## config.mk

```make
export PLATFORM = sky130hd
export DESIGN_NAME = change_dispenser
export DESIGN_NICKNAME = d
export VERILOG_FILES = /design/src/rtl/change_dispenser.sv
export SDC_FILE = /design/constraint.sdc
export NUM_CORES = 1
export LEC_CHECK = 0
export BUFFER_PORTS_ARGS = -buffer_cell sky130_fd_sc_hd__buf_2
export CAP_MARGIN = 20
export CORE_MARGIN = 2
export CORE_UTILIZATION = 55
export CTS_BUF_LIST = sky130_fd_sc_hd__clkbuf_8
export CTS_CLUSTER_DIAMETER = 40
export DETAILED_ROUTE_END_ITERATION = 10
export GPL_ROUTABILITY_DRIVEN = 0
export PLACE_DENSITY = 0.87
export SYNTH_ARGS = -nofsm -noshare
export SYNTH_HDL_FRONTEND = slang
export SYNTH_SLANG_ARGS = --single-unit
```

## constraint.sdc

```tcl
create_clock -name clk -period 3.6 [get_ports clk]
set_clock_uncertainty 0.05 [all_clocks]
set_input_delay 0.9 -clock clk [delete_from_list [all_inputs] [get_ports clk]]
set_output_delay 0.9 -clock clk [all_outputs]
set_load 0.01 [all_outputs]
```

## src/rtl/change_dispenser.sv

```systemverilog
// Coin-return unit: pays a dollar amount out as 10/5/1 coins, largest first,
// through a valid/ack hopper handshake while tracking per-hopper inventory.
//
// state  | meaning
// -------+-------------------------------------------------------------
// IDLE   | ready for a change request
// SELECT | pick the largest coin that fits the remainder and is in stock
// EJECT  | coin requested from hopper, waiting for eject_ack
// DONE   | one-cycle completion pulse, short/short_amount valid
module change_dispenser #(
   parameter int               AMT_W    = 8,
   parameter int               CNT_W    = 8,
   parameter logic [CNT_W-1:0] INIT_CNT = '0
) (
   input  logic             clk,
   input  logic             reset,
   input  logic             req_valid,
   output logic             req_ready,
   input  logic [AMT_W-1:0] req_amount,
   output logic             eject_valid,
   output logic [1:0]       eject_coin,
   input  logic             eject_ack,
   output logic             done,
   output logic             short,
   output logic [AMT_W-1:0] short_amount,
   output logic             busy,
   input  logic             restock,
   input  logic [1:0]       restock_sel,
   input  logic [CNT_W-1:0] restock_qty,
   output logic [CNT_W-1:0] cnt_10,
   output logic [CNT_W-1:0] cnt_5,
   output logic [CNT_W-1:0] cnt_1
);

   localparam logic [1:0] COIN_NONE = 2'd0;
   localparam logic [1:0] COIN_10   = 2'd1;
   localparam logic [1:0] COIN_5    = 2'd2;
   localparam logic [1:0] COIN_1    = 2'd3;

   typedef enum logic [1:0] {
      IDLE   = 2'd0,
      SELECT = 2'd1,
      EJECT  = 2'd2,
      DONE   = 2'd3
   } state_t;

   state_t           state, state_next;
   logic [AMT_W-1:0] remaining, remaining_next;
   logic [1:0]       coin_next;
   logic             short_next;
   logic [AMT_W-1:0] short_amount_next;
   logic             ack_take;

   function automatic logic [AMT_W-1:0] coin_value(input logic [1:0] code);
      logic [AMT_W-1:0] val;
      case (code)
         COIN_10: val = AMT_W'(10);
         COIN_5:  val = AMT_W'(5);
         COIN_1:  val = AMT_W'(1);
         default: val = '0;
      endcase
      return val;
   endfunction

   // Add restock and subtract an ack in one step so a same-edge pair nets out
   // before saturation; a decrement never hits an empty hopper.
   function automatic logic [CNT_W-1:0] next_count(
      input logic [CNT_W-1:0] cur,
      input logic             add_en,
      input logic [CNT_W-1:0] qty,
      input logic             dec
   );
      logic [CNT_W:0] sum;
      sum = {1'b0, cur} + (add_en ? {1'b0, qty} : {(CNT_W+1){1'b0}})
            - {{CNT_W{1'b0}}, dec};
      if (sum[CNT_W])
         return '1;
      return sum[CNT_W-1:0];
   endfunction

   assign req_ready   = (state == IDLE);
   assign busy        = (state != IDLE);
   assign eject_valid = (state == EJECT);
   assign done        = (state == DONE);
   assign ack_take    = (state == EJECT) && eject_ack;

   always_comb begin
      state_next        = state;
      remaining_next    = remaining;
      coin_next         = eject_coin;
      short_next        = short;
      short_amount_next = short_amount;
      case (state)
         IDLE: begin
            if (req_valid) begin
               remaining_next    = req_amount;
               short_next        = 1'b0;
               short_amount_next = '0;
               state_next        = (req_amount == '0) ? DONE : SELECT;
            end
         end
         SELECT: begin
            if ((remaining >= coin_value(COIN_10)) && (cnt_10 != '0)) begin
               coin_next  = COIN_10;
               state_next = EJECT;
            end else if ((remaining >= coin_value(COIN_5)) && (cnt_5 != '0)) begin
               coin_next  = COIN_5;
               state_next = EJECT;
            end else if ((remaining >= coin_value(COIN_1)) && (cnt_1 != '0)) begin
               coin_next  = COIN_1;
               state_next = EJECT;
            end else begin
               short_next        = 1'b1;
               short_amount_next = remaining;
               state_next        = DONE;
            end
         end
         EJECT: begin
            if (eject_ack) begin
               remaining_next = remaining - coin_value(eject_coin);
               coin_next      = COIN_NONE;
               state_next     = (remaining_next == '0) ? DONE : SELECT;
            end
         end
         DONE: begin
            state_next = IDLE;
         end
         default: begin
            state_next = IDLE;
         end
      endcase
   end

   always_ff @(posedge clk or negedge reset) begin
      if (!reset) begin
         state        <= IDLE;
         remaining    <= '0;
         eject_coin   <= COIN_NONE;
         short        <= 1'b0;
         short_amount <= '0;
      end else begin
         state        <= state_next;
         remaining    <= remaining_next;
         eject_coin   <= coin_next;
         short        <= short_next;
         short_amount <= short_amount_next;
      end
   end

   always_ff @(posedge clk or negedge reset) begin
      if (!reset) begin
         cnt_10 <= INIT_CNT;
         cnt_5  <= INIT_CNT;
         cnt_1  <= INIT_CNT;
      end else begin
         cnt_10 <= next_count(cnt_10, restock && (restock_sel == COIN_10), restock_qty,
                              ack_take && (eject_coin == COIN_10));
         cnt_5  <= next_count(cnt_5, restock && (restock_sel == COIN_5), restock_qty,
                              ack_take && (eject_coin == COIN_5));
         cnt_1  <= next_count(cnt_1, restock && (restock_sel == COIN_1), restock_qty,
                              ack_take && (eject_coin == COIN_1));
      end
   end

endmodule

```

## Word level (Yosys, flattened, before mapping)

Cells that the tools add are included.
Widths: inputs -> output; s select.

- Register bits: 45
- Bits of input ports: 23
- Output and inout port bits: 39
- Word-level logic and storage cells: 98

- $add $sub $neg: 7
- Magnitude comparators: 3
- Eq/ne operators: 15
- Mux-type cells: 41
- Reduce and logical (&&, ||, !) cells: 24

Operators by type and width:

| kind | count |
|---|---|
| $mux 8 | 17 |
| $pmux 8 s2 | 2 |
| $add 8x8->9 | 3 |
| $sub 9x1->9 | 3 |
| $reduce_bool 8->1 | 3 |
| $logic_not 8->1 | 2 |
| $mux 2 | 8 |
| $eq 2x2->1 const B | 6 |
| $pmux 4 s3 | 1 |
| $logic_and 1x1->1 | 10 |
| $mux 1 | 10 |
| $ge 8x1->1 const B | 1 |
| $ge 8x3->1 const B | 1 |
| $ge 8x4->1 const B | 1 |
| $ne 2x2->1 const B | 4 |
| $pmux 2 s4 | 1 |
| $reduce_bool 2->1 | 4 |
| $sub 8x8->8 | 1 |
| $eq 2x1->1 const B | 3 |
| $reduce_and 3->1 | 2 |
| $reduce_and 5->1 | 1 |
| $ne 4x4->1 const B | 1 |
| $pmux 2 s2 | 1 |
| $logic_not 2->1 | 1 |
| other kinds (3) | 3 |

## Logic depth before layout (Yosys ltp)

- Word-level depth: 9
- Depth in mapped cells: 14
- Gate-level depth less buffers: 13

## Least setup slack after synthesis

No wires, ideal clock.

- Path type: in2reg
- Start: input restock_sel[1]
- End: register cnt_10[0]
- Library setup time: 136 ps
- Arrival time: 3319 ps
- Data required time: 3414 ps
- Setup slack: 95 ps
- Cell stages on the path: 12
- Buffers on the path: 1
- Path through: and3b_1 > clkbuf_1 > nand2_1 > ha_1 > inv_1 > ha_1 > fa_1 > a21oi_1 > o211ai_1 > o41ai_1 > xor2_1 > nand2b_1

- Cells in the longest elaborated chain, start to end: 7

RTL lines:

| element | line | RTL |
|---|---|---|
| start, declared | 28 | `input logic [1:0] restock_sel,` |
| $eq 2x1->1 (*) | 156 | `cnt_10 <= next_count(cnt_10, restock && (restock_sel == COIN_10), restock_qty,` |
| $logic_and 1x1->1 (*) | 156 |  |
| $mux 8 (*) | 74 | `sum = {1'b0, cur} + (add_en ? {1'b0, qty} : {(CNT_W+1){1'b0}})` |
| $add 8x8->9 (*) | 74 |  |
| $sub 9x1->9 (*) | 75 | `- {{CNT_W{1'b0}}, dec};` |
| $mux 1 | 76 | `if (sum[CNT_W])` |
| $mux 8 (*) | 78 | `return sum[CNT_W-1:0];` |
| end signal, assigned | 156 |  |
| end, declared | 30 | `output logic [CNT_W-1:0] cnt_10,` |

Every way passes the cells marked *; elsewhere a longest branch is shown, timed or not.
A chain may end at the register's enable or synchronous reset.

## Worst setup path after layout

- Start: input restock_sel[1]
- End: register cnt_5[0]

- Cells in the longest elaborated chain, start to end: 7

RTL lines:

| element | line | RTL |
|---|---|---|
| $eq 2x2->1 (*) | 158 | `cnt_5 <= next_count(cnt_5, restock && (restock_sel == COIN_5), restock_qty,` |
| $logic_and 1x1->1 (*) | 158 |  |
| $mux 8 (*) | 74 |  |
| $add 8x8->9 (*) | 74 |  |
| $sub 9x1->9 (*) | 75 |  |
| $mux 1 | 76 |  |
| $mux 8 (*) | 78 |  |
| end signal, assigned | 158 |  |
| end, declared | 31 | `output logic [CNT_W-1:0] cnt_5,` |

Marked as above.

==> out/qor.yml <==
drt-pass1-iter-count: 5
p_per_area_nw_per_um2: 920
final-setup-viol-count: 0
antenna_violating_nets_post_route: 0
area_growth_syn_to_layout_pct: 14.9
place_hpwl_um: 6960
unrepaired_setup_endpoints_after_global_routing: "no"
clockPowerShare: 0.085
layout.core_utilization: 0.663
worst_hold_path.num_cells: 1
synthesis.area_per_instance_um2: 8.42
worst_slew_margin_rel: 0.663
vias_per_cell: 5.56
netSwitchingFraction: 0.491
ctsResizeCount: 0
antenna_found_initial: 0
synth-main-ff-cell: "sky130_fd_sc_hd__dfrtp_1"
layout.cells.most_common_list: "sky130_fd_sc_hd__inv_1, sky130_fd_sc_hd__nand2_1, sky130_fd_sc_hd__buf_2, sky130_fd_sc_hd__ha_1, sky130_fd_sc_hd__dfrtp_1"
core_area_um2: 6420
hold_buffers: 0
syn-cell-area_um2: 3710
drive_gt1_frac: 0.162
arrival_ns: 3.41
clock_sinks: 45
synth_warnings: 0
cts_tree: "done"
run_status: "complete, no violations"
grt_pass1_wl_um: 14200
setup_slack_after_placement_ns: 0.0331
synthArstFlopShare: 1.00
worstHoldEndpoint: "short"
critical_path.endpoint_type: "register"
place.port_buffers: 61
floorplan.die.width_um: 86.1
layout_commonest_cell: "sky130_fd_sc_hd__inv_1"
final.period_utilization: 0.906
finalNetCount: 595
maximum_buffer_depth_of_the_clock_tree: 2
boundaryPins: 62
power_report.internal_total_w: 0.00200
worstPathMaxFanout: 8
crit_slowest_cell: "sky130_fd_sc_hd__fa_1"
cts-buffers-inserted: 5
initial_core_util: 0.577
detailed_route_wl_um: 8380
whs_ns: 0.457
critical_path.reg2reg.endpoint: "cnt_1[1]"
slew_viol_final: 0
synth.yosys.seq_area_share: 0.304
share_seq_of_total_power: 0.233
cts_htree_levels: 2
hold_viol_final: 0
max_slew.worst_pin.slew_ns: 0.506
required_ns: 3.75
row_count: 29
finalPower_w: 0.00392
grt_pass1_vias: 3242
p_leak_nw: 2.25
rr_worst_depth: 14
synth_enable_flop_cells: 0
drc_errors: 0
power.share.combinational: 0.681
finalCriticalPeriod_ns: 3.26
fp.dieArea_um2: 7410
grt.total_usage: 0.242
route.vias.total: 3272
clock_latency_ns: 0.31
cap_viol_max_count: 0
power.switching_w: 0.00192
critical_path.startpoint_type: "input port"
synth_nets: 524
die_height_um: 86.1
number_of_instances_in_the_synthesized_netlist: 440
ir_worst_vdd_mv: 0.758
diodes: 0
r2r_start: "state[0]"
timing.hold.worst.start: "short"
fmaxAchievable_mhz: 307
cts_setup_buffers: 0
critPathKind: "input port to register"
slowest_delay_ns: 0.41
final_critical_path_setup_slack_ns: 0.340
synth.lib_cells_used.distinct: 47
grt_max_degree: 46
timing.hold.worst.class: "register to register"
first_iter_violations: 185
regToRegSetupSlack_ns: 0.40
detail_route.wl_per_cell_um: 14.2
totalNegativeSetupSlack_ns: 0
grt_overflow: 0
cp_cell_sequence: "buf_2, nand2_1, nor2_1, nand2_1, ha_1, inv_1, ha_1, fa_1, a21oi_1, o211ai_1, o41ai_1, xor2_1, buf_4, nand2b_1"
clock-root-buffer: "sky130_fd_sc_hd__clkbuf_8"
yosys_register_bits: 45
path_clk_slew_ns: 0.10
flip-flops by register name (all words and copies together) (netlist names):
signal / count
cnt_1: 8
cnt_10: 8
cnt_5: 8
eject_coin: 2
remaining: 8
short: 1
short_amount: 8
state: 2
layer usage:
layer  global-route usage  vias to the layer above  routed length, um  part of all wire
met2                0.449                      102               4300              0.51
met4               0.0563                        0                 94             0.011
li1                     -                     1619                  -                 -
met5                    0                        -                  0                 0
met1                0.289                     1542               3570              0.43
met3               0.0414                        9                416             0.050
critical path, delay by kind of cell:
family	cells	cell delay [ns]
AOI/OAI and AO/OA	3	0.74
xor gates and xnor gates	1	0.19
and+or+nand+nor	4	0.41
adders and majority gates	3	0.88
buffers and inverters	3	0.30
stage by stage:
step,cell area [um2],cells
after global placement,4140,580
final,4260,589
after detailed placement,4140,580
after global routing,4260,589
after CTS,4240,588
after floorplan,3710,440
area by class of cell:
class	count	area, um2
sequential	45	1130
clock buffer	5	68.8
tap	77	96.3
multi-input combinational	303	2230
timing repair buffer	70	385
fill	539	2160
inverter	86	323
clock inverter	3	25.0
Yosys cell counts (all sizes together), types with 6 or more instances:
cell    count  area (um2)
inv        86         323
nand2      62         233
ha         57         713
dfrtp      45        1130
nor2       27         101
a21oi      21         105
xnor2      15         131
nand3      14        75.1
xor2       10        87.6
nor4        9        71.3
a22o        8        70.1
nand2b      8        50.1
o211ai      8        60.1
mux2i       7        70.1
nor3        6        41.3
o21bai      6        45.0
o41ai       6        52.6
logic make-up (layout without fill, tap and decap cells):
logic type	count (synthesis)	after routing	share of synthesized area
compound gates	71	71	0.131
xor+xnor	25	25	0.0591
fa+ha+maj	61	61	0.214
buf+inv	92	164	0.0935
flops	45	45	0.304
mux	8	8	0.0219
simple gates	138	138	0.177
power groups by stage:
stage	combinational (W)	sequential, W	clock, W
after floorplan	0.00197	0.000896	0
after global placement	0.00251	0.000915	0
after detailed placement	0.00265	0.000924	0
after CTS	0.00267	0.000913	0.000340
after global routing	0.00303	0.000938	0.000362
final	0.00267	0.000915	0.000335
worst max path at each step:
stage | startpoint | endpoint
CTS | restock_sel[1] | cnt_5[0]
floorplan | restock_sel[1] | cnt_10[0]
finish | restock_sel[1] | cnt_5[0]
detailed placement | restock_sel[1] | cnt_5[0]
global route | restock_sel[1] | cnt_5[0]
global placement | restock_sel[1] | cnt_10[0]
Note: power is estimated with default switching activity, not from simulation.
